[src/rtl/decode_stage_if.sv]
// Handshake bundle between fetch, decode_stage and the register-read stage.
interface decode_stage_if #(parameter int XLEN = 32);
  logic            flush;
  logic            in_valid;
  logic            in_ready;
  logic [31:0]     in_inst;
  logic [XLEN-1:0] in_pc;
  logic            out_valid;
  logic            out_ready;
  logic [XLEN-1:0] out_pc;
  logic [6:0]      out_opcode;
  logic [2:0]      out_funct3;
  logic [6:0]      out_funct7;
  logic [4:0]      out_rs1;
  logic [4:0]      out_rs2;
  logic [4:0]      out_rd;
  logic [XLEN-1:0] out_imm;
  logic [3:0]      out_type;
  logic            out_illegal;

  modport slave (
    input  flush, in_valid, in_inst, in_pc, out_ready,
    output in_ready, out_valid, out_pc, out_opcode, out_funct3, out_funct7,
           out_rs1, out_rs2, out_rd, out_imm, out_type, out_illegal
  );

  modport master (
    output flush, in_valid, in_inst, in_pc, out_ready,
    input  in_ready, out_valid, out_pc, out_opcode, out_funct3, out_funct7,
           out_rs1, out_rs2, out_rd, out_imm, out_type, out_illegal
  );
endinterface

[src/rtl/decode_stage.sv]
// RV32I/RV64I decode stage: combinational decode into a 2-entry (out + skid) buffer.
module decode_stage #(
  parameter int XLEN = 32
) (
  input logic           clk,
  input logic           rst,
  decode_stage_if.slave bus
);
  localparam bit RV64 = (XLEN == 64);

  localparam logic [6:0] OP_R     = 7'b0110011;
  localparam logic [6:0] OP_IMM   = 7'b0010011;
  localparam logic [6:0] OP_LOAD  = 7'b0000011;
  localparam logic [6:0] OP_STORE = 7'b0100011;
  localparam logic [6:0] OP_BR    = 7'b1100011;
  localparam logic [6:0] OP_LUI   = 7'b0110111;
  localparam logic [6:0] OP_AUIPC = 7'b0010111;
  localparam logic [6:0] OP_JAL   = 7'b1101111;
  localparam logic [6:0] OP_JALR  = 7'b1100111;
  localparam logic [6:0] OP_FENCE = 7'b0001111;
  localparam logic [6:0] OP_SYS   = 7'b1110011;
  localparam logic [6:0] OP_IMM32 = 7'b0011011;
  localparam logic [6:0] OP_R32   = 7'b0111011;

  typedef enum logic [3:0] {
    T_R     = 4'd0,
    T_I     = 4'd1,
    T_LOAD  = 4'd2,
    T_STORE = 4'd3,
    T_BR    = 4'd4,
    T_LUI   = 4'd5,
    T_AUIPC = 4'd6,
    T_JAL   = 4'd7,
    T_JALR  = 4'd8,
    T_FENCE = 4'd9,
    T_SYS   = 4'd10,
    T_I32   = 4'd11,
    T_R32   = 4'd12,
    T_ILL   = 4'd15
  } itype_e;

  typedef struct packed {
    logic [XLEN-1:0] pc;
    logic [6:0]      opcode;
    logic [2:0]      funct3;
    logic [6:0]      funct7;
    logic [4:0]      rs1;
    logic [4:0]      rs2;
    logic [4:0]      rd;
    logic [XLEN-1:0] imm;
    itype_e          typ;
    logic            illegal;
  } dec_t;

  logic [31:0] inst;
  logic [6:0]  opcode, funct7;
  logic [2:0]  funct3;

  assign inst   = bus.in_inst;
  assign opcode = inst[6:0];
  assign funct3 = inst[14:12];
  assign funct7 = inst[31:25];

  // inst[31] sits in the replication so every form works for XLEN=32 and 64.
  logic [XLEN-1:0] imm_i, imm_s, imm_b, imm_u, imm_j, shamt5, shamt6;
  assign imm_i  = {{(XLEN-11){inst[31]}}, inst[30:20]};
  assign imm_s  = {{(XLEN-11){inst[31]}}, inst[30:25], inst[11:7]};
  assign imm_b  = {{(XLEN-12){inst[31]}}, inst[7], inst[30:25], inst[11:8], 1'b0};
  assign imm_u  = {{(XLEN-31){inst[31]}}, inst[30:12], 12'b0};
  assign imm_j  = {{(XLEN-20){inst[31]}}, inst[19:12], inst[20], inst[30:21], 1'b0};
  assign shamt5 = {{(XLEN-5){1'b0}}, inst[24:20]};
  assign shamt6 = {{(XLEN-6){1'b0}}, inst[25:20]};

  logic is_shift, r_bad, sh7_bad, sh6_bad;
  assign is_shift = (funct3 == 3'b001) || (funct3 == 3'b101);
  assign r_bad    = !((funct7 == 7'b0000000) ||
                      (funct7 == 7'b0100000 && (funct3 == 3'b000 || funct3 == 3'b101)));
  // Only the arithmetic right shift may set the 0100000 pattern.
  assign sh7_bad  = !((funct7 == 7'b0000000) || (funct7 == 7'b0100000)) ||
                    (funct7 == 7'b0100000 && funct3 == 3'b001);
  assign sh6_bad  = !((inst[31:26] == 6'b000000) || (inst[31:26] == 6'b010000)) ||
                    (inst[31:26] == 6'b010000 && funct3 == 3'b001);

  itype_e          typ;
  logic [XLEN-1:0] imm;
  logic            bad;

  always_comb begin
    typ = T_ILL;
    imm = '0;
    bad = 1'b0;
    case (opcode)
      OP_R:     begin typ = T_R;   bad = r_bad; end
      OP_R32:   begin typ = T_R32; bad = r_bad || !RV64; end
      OP_IMM: begin
        typ = T_I;
        if (is_shift) begin
          imm = RV64 ? shamt6 : shamt5;
          bad = RV64 ? sh6_bad : sh7_bad;
        end else begin
          imm = imm_i;
        end
      end
      OP_IMM32: begin
        typ = T_I32;
        imm = is_shift ? shamt5 : imm_i;
        bad = !RV64 || (is_shift && sh7_bad);
      end
      OP_LOAD: begin
        typ = T_LOAD;
        imm = imm_i;
        bad = (funct3 == 3'b111) || (!RV64 && (funct3 == 3'b011 || funct3 == 3'b110));
      end
      OP_STORE: begin
        typ = T_STORE;
        imm = imm_s;
        bad = RV64 ? funct3[2] : (funct3 >= 3'b011);
      end
      OP_BR:    begin typ = T_BR;    imm = imm_b; bad = (funct3[2:1] == 2'b01); end
      OP_LUI:   begin typ = T_LUI;   imm = imm_u; end
      OP_AUIPC: begin typ = T_AUIPC; imm = imm_u; end
      OP_JAL:   begin typ = T_JAL;   imm = imm_j; end
      OP_JALR:  begin typ = T_JALR;  imm = imm_i; bad = (funct3 != 3'b000); end
      OP_FENCE: begin typ = T_FENCE; imm = imm_i; end
      OP_SYS:   begin typ = T_SYS;   imm = imm_i; end
      default:  bad = 1'b1;
    endcase
    if (bad) begin
      typ = T_ILL;
      imm = '0;
    end
  end

  dec_t dec;
  always_comb begin
    dec         = '0;
    dec.pc      = bus.in_pc;
    dec.opcode  = opcode;
    dec.funct3  = funct3;
    dec.funct7  = funct7;
    dec.rs1     = inst[19:15];
    dec.rs2     = inst[24:20];
    dec.rd      = inst[11:7];
    dec.imm     = imm;
    dec.typ     = typ;
    dec.illegal = bad;
  end

  // in_ready is the registered skid-empty flag, so out_ready never reaches it combinationally.
  dec_t out_q, skid_q;
  logic out_v, skid_v, accept, drain;

  assign accept = bus.in_valid && !skid_v;
  assign drain  = out_v && bus.out_ready;

  always_ff @(posedge clk) begin
    if (rst) begin
      out_v  <= 1'b0;
      skid_v <= 1'b0;
      out_q  <= '0;
      skid_q <= '0;
    end else if (bus.flush) begin
      out_v  <= 1'b0;
      skid_v <= 1'b0;
    end else if (!out_v || drain) begin
      if (skid_v) begin
        out_q  <= skid_q;
        out_v  <= 1'b1;
        skid_v <= 1'b0;
      end else begin
        out_v <= accept;
        if (accept) out_q <= dec;
      end
    end else if (accept) begin
      skid_q <= dec;
      skid_v <= 1'b1;
    end
  end

  assign bus.in_ready    = !skid_v;
  assign bus.out_valid   = out_v;
  assign bus.out_pc      = out_q.pc;
  assign bus.out_opcode  = out_q.opcode;
  assign bus.out_funct3  = out_q.funct3;
  assign bus.out_funct7  = out_q.funct7;
  assign bus.out_rs1     = out_q.rs1;
  assign bus.out_rs2     = out_q.rs2;
  assign bus.out_rd      = out_q.rd;
  assign bus.out_imm     = out_q.imm;
  assign bus.out_type    = out_q.typ;
  assign bus.out_illegal = out_q.illegal;
endmodule
[src/flat_wrapper.sv]
// flat-port wrapper written by rule: the top's interface ports become plain ports
module decode_stage_flat 
#(
  parameter int XLEN = 32
)
  (clk, rst, bus_flush, bus_in_valid, bus_in_inst, bus_in_pc, bus_out_ready, bus_in_ready, bus_out_valid, bus_out_pc, bus_out_opcode, bus_out_funct3, bus_out_funct7, bus_out_rs1, bus_out_rs2, bus_out_rd, bus_out_imm, bus_out_type, bus_out_illegal);
  decode_stage_if #(.XLEN(XLEN)) bus_i ();
  input logic clk;
  input logic rst;
  input wire logic [$bits(bus_i.flush)-1:0] bus_flush;
  input wire logic [$bits(bus_i.in_valid)-1:0] bus_in_valid;
  input wire logic [$bits(bus_i.in_inst)-1:0] bus_in_inst;
  input wire logic [$bits(bus_i.in_pc)-1:0] bus_in_pc;
  input wire logic [$bits(bus_i.out_ready)-1:0] bus_out_ready;
  output wire logic [$bits(bus_i.in_ready)-1:0] bus_in_ready;
  output wire logic [$bits(bus_i.out_valid)-1:0] bus_out_valid;
  output wire logic [$bits(bus_i.out_pc)-1:0] bus_out_pc;
  output wire logic [$bits(bus_i.out_opcode)-1:0] bus_out_opcode;
  output wire logic [$bits(bus_i.out_funct3)-1:0] bus_out_funct3;
  output wire logic [$bits(bus_i.out_funct7)-1:0] bus_out_funct7;
  output wire logic [$bits(bus_i.out_rs1)-1:0] bus_out_rs1;
  output wire logic [$bits(bus_i.out_rs2)-1:0] bus_out_rs2;
  output wire logic [$bits(bus_i.out_rd)-1:0] bus_out_rd;
  output wire logic [$bits(bus_i.out_imm)-1:0] bus_out_imm;
  output wire logic [$bits(bus_i.out_type)-1:0] bus_out_type;
  output wire logic [$bits(bus_i.out_illegal)-1:0] bus_out_illegal;
  assign bus_i.flush = bus_flush;
  assign bus_i.in_valid = bus_in_valid;
  assign bus_i.in_inst = bus_in_inst;
  assign bus_i.in_pc = bus_in_pc;
  assign bus_i.out_ready = bus_out_ready;
  assign bus_in_ready = bus_i.in_ready;
  assign bus_out_valid = bus_i.out_valid;
  assign bus_out_pc = bus_i.out_pc;
  assign bus_out_opcode = bus_i.out_opcode;
  assign bus_out_funct3 = bus_i.out_funct3;
  assign bus_out_funct7 = bus_i.out_funct7;
  assign bus_out_rs1 = bus_i.out_rs1;
  assign bus_out_rs2 = bus_i.out_rs2;
  assign bus_out_rd = bus_i.out_rd;
  assign bus_out_imm = bus_i.out_imm;
  assign bus_out_type = bus_i.out_type;
  assign bus_out_illegal = bus_i.out_illegal;
  decode_stage #(.XLEN(XLEN)) u_core (.clk(clk), .rst(rst), .bus(bus_i));
endmodule
[config.mk]
export PLATFORM = sky130hd
export DESIGN_NAME = decode_stage_flat
export DESIGN_NICKNAME = d
export VERILOG_FILES = /design/src/rtl/decode_stage_if.sv /design/src/rtl/decode_stage.sv /design/src/flat_wrapper.sv
export SDC_FILE = /design/constraint.sdc
export NUM_CORES = 1
export LEC_CHECK = 0
export CAP_MARGIN = 25
export CORE_ASPECT_RATIO = 2
export CORE_UTILIZATION = 56
export CTS_CLUSTER_SIZE = 8
export DETAILED_ROUTE_END_ITERATION = 6
export PLACE_DENSITY_LB_ADDON = 0.1
export SYNTH_ARGS = -nofsm -noshare
export SYNTH_HDL_FRONTEND = slang
export SYNTH_SLANG_ARGS = --single-unit
export TNS_END_PERCENT = 5
[constraint.sdc]
create_clock -name clk -period 6.26 [get_ports clk]
set_input_delay 0.626 -clock clk [delete_from_list [all_inputs] [get_ports clk]]
set_output_delay 0.626 -clock clk [all_outputs]
set_load 0.02 [all_outputs]
==> reports/results.txt <==
The critical path start-end classification is input port to flop. Number of antenna diodes: 0. The run finished with clean final reports. The number of nets in the synthesized netlist is 1094.

The tree is rooted in a clkbuf_16. Once detailed placement completed, the half-perimeter wirelength came to 16600 µm. Among cell families on the critical path, the largest total delay comes from simple AND/OR/NAND/NOR gates. The largest single stage delay on the critical path is 0.97 ns.

Buffers inserted during clock tree synthesis total 29. For this run, the number of Yosys warnings is 0. In this run, placement finished with an instance count of 1312. Top-area cell type share of the netlist area: 0.469. Summed over all instances, the cell type with the most area after synthesis is dfxtp_1. The synthesized flop and latch total was 204; the minimum period implied by the final worst setup slack was 3.50 ns.

The peak clock frequency supported by timing is 286 MHz, and the count of buffer and inverter cells on the critical path is 1. The first global-routing pass estimated 40800 µm of wire. STA classifies the critical path endpoint as a flop. Dividing the detail-routed wire length by the instance count gives 19.3 µm. The number of antenna violations at the first check in global routing was 0; the proportion of synthesized chip area in sequential cells was 0.469. Hold is met by 0.452 ns.

Setup repair after global routing left no endpoint under its margin. The tools report the initial cell density of the core as 0.573. The tools report the sum of overflow across all layers after global routing as 0.

The netlist uses 51 different library cells. At the end of routability-driven placement, the weighted congestion stood at 0.917. The number of H-tree levels came out at 1. The number of hold violations in the final report is 0, and the critical path required time is 6.73 ns.

Clock latency on the worst-skew pair, taken at its later pin, is 0.53 ns. Row generation in the floorplan step produced 64 rows. In this run the worst path has a maximum fanout of 23. After clock tree synthesis, the clock-pin slew on the worst setup and hold paths is 0.05 ns. Max-cap violations in this run came to 0. The run gives 16100 µm² as the area enclosed by the die boundary.

STA puts the critical path data arrival time at 3.96 ns. Once layout is complete, the cells apart from fillers number 1344. The critical path goes through clkdlybuf4s50_1, nor2b_1, o21ai_0, a221oi_1, nand3_2, nor4_4, a22o_1. Buffers added to address setup during post-CTS repair amount to 0. TritonCTS built the clock tree. By area the synthesized netlist is led by dfxtp_1, a211oi_1, mux2i_1, nand2_1, a21oi_1. Setup violations remaining at the end of the flow were counted as 0.

The average instance in the mapped netlist occupies 8.50 µm². The die outline height came out at 178 µm. The headroom to the max-slew limit is 0.291. The logs give 0.735 for the final core utilization and 8710 µm² for the netlist area before placement.

The logs give 204 for the CTS sink count and 15200 µm² for the core box area. The tightest min-delay check is of the flop to flop type. The final route contains 8052 vias. For this design the static power due to leakage is 3.85 nW.

The tools report the residual DRC count as 0. The worst setup path is launched from an input port. The power density over the cells was 279 nW/µm²; the post-cts repair resize count was 0.

Entering global routing, the biggest net connects 96 pins. At the pin with the least slew margin, the transition time is 1.06 ns. Port buffering added 171 buffers.

In this run the horizontal extent of the chip is 90.2 µm. In the final timing run, aggregate negative setup slack is 0 ns. The clock skew is 0.00929 ns, and the net count reported at finish is 1214.

The area growth from synthesis to layout is 28.2%. The post-route clock period utilization is 0.559. The tools report the violation count after the first detailed-routing iteration as 453.

The vias per cell is 5.99, and the final-report max-slew violation count is 0. For this block, the routed nets add up to 25900 µm of wire. The finished cells cover 11200 µm². The via count of the first global-routing pass is 7782, and the total routing usage reported by global routing is 0.318. The first-pass iteration count of the detailed router is 6. The total placed instance area is 10400 µm², and the worst vdd rail ir drop is 0.000242 V. For the buffer depth of the longest clock path, the log shows 3. Post-synthesis instance total: 1025.

The layout cell share with drive strength beyond 1 works out to 0.0576. During I/O placement, the number of pins put on the boundary was 172. The run gives 0 as the post-cts hold buffer count.

For this design, the slowest cell found on the critical path is clkdlybuf4s50_1. The post-detailed-route count of antenna-violating nets came out at 0.
power breakdown:
group / internal [mW] / switching [mW]
logic: 0.157 / 0.214
registers: 1.34 / 0.0231
clock network: 0.849 / 0.527
total: 2.35 / 0.765
cell usage in the layout (no fill, tap or decap), types with 10 or more instances in the layout:
| cell | instances |
|---|---|
| a211oi_1 | 86 |
| a21o_1 | 12 |
| a21oi_1 | 113 |
| a22o_1 | 18 |
| and3_1 | 19 |
| buf_4 | 11 |
| clkbuf_16 | 29 |
| clkdlybuf4s50_1 | 170 |
| dfxtp_1 | 203 |
| mux2i_1 | 64 |
| nand2_1 | 162 |
| nand3b_1 | 11 |
| nor2_1 | 99 |
| o21ai_0 | 22 |
| o21ai_2 | 10 |
| o2bb2ai_1 | 12 |
stage by stage:
step                      power [mW]  setup slack [ns]
after global placement          1.76              2.36
after detailed placement        1.76              2.27
after CTS                       3.13              2.82
after global routing            3.21              2.43
after floorplan                 1.58              3.76
final                           3.11              2.76
cell families after synthesis:
group	share of synthesized area
AOI/OAI and AO/OA	0.228
buffers and inverters	0.0455
DFF	0.469
muxes	0.0735
and+or+nand+nor	0.184
worst paths after layout:
kind	from	end	slack (ns)	cells after the start
max	bus_in_inst[2]	u_core.skid_q[32]$_SDFFE_PP0P_	2.76	7
min	u_core.skid_q[67]$_SDFFE_PP0P_	u_core.skid_q[67]$_SDFFE_PP0P_	0.45	2
max reg2reg	u_core.skid_v$_SDFFE_PP0P_	u_core.bus.out_imm[11]$_SDFFE_PP0P_	3.43	7
min reg2reg	u_core.skid_q[67]$_SDFFE_PP0P_	u_core.skid_q[67]$_SDFFE_PP0P_	0.45	2
synth_stat cells (all sizes together):
library cell and number:
nor2b 7, a21o 12, or3 7, nor4b 1
inv 7, nor2 99, and3 20, nand3 8
nor3 10, a31oi 5, a311o 1, buf 15
and4 1, nand3b 11, nand2b 6, clkbuf 78
o21a 1, a22oi 2, o2bb2ai 12, dfxtp 204
a22o 18, o32ai 1, or4 2, a21oi 113
nor3b 1, mux2i 64, o221ai 1, o211ai 3
o32a 1, or2 2, and3b 1, nand2 162
nand4 6, a221oi 5, o22ai 6, o21ai 33
nand4bb 1, nor4 5, or3b 2, and2 3
a211oi 86, o31ai 1, a2111o 1
area by class of cell:
class	instances	area (µm²)
Clock inverter	2	38.8
Inverter	7	26.3
Clock buffer	30	729
Timing Repair Buffer	182	1800
Sequential cell	204	4090
Multi-Input combinational cell	721	4250
Fill cell	1142	4040
Tap cell	198	248
state kept, by name, indices dropped and copies added (netlist names):
name	count
u_core.bus.out_pc	32
u_core.bus.out_rs2	5
u_core.bus.out_rd	5
u_core.bus.out_funct3	3
u_core.bus.out_valid	1
u_core.bus.out_rs1	5
u_core.bus.out_imm	32
u_core.skid_v	1
u_core.bus.out_illegal	1
u_core.skid_q	101
u_core.bus.out_type	4
u_core.bus.out_funct7	7
u_core.bus.out_opcode	7
layer usage:
metal,routed length (µm),GRT usage
met2,13700,0.592
met3,1410,0.0422
met1,9480,0.345
met5,0,0
met4,1280,0.171
worst register-to-register path, delay by kind of cell (launching register included):
kind,cells,cell delay [ns]
flip-flops,1,0.78
buffers and inverters,2,0.51
AND/OR/NAND/NOR,4,1.32
AO/OA/AOI/OAI,1,0.14
Note: power is estimated with default switching activity, not from simulation.
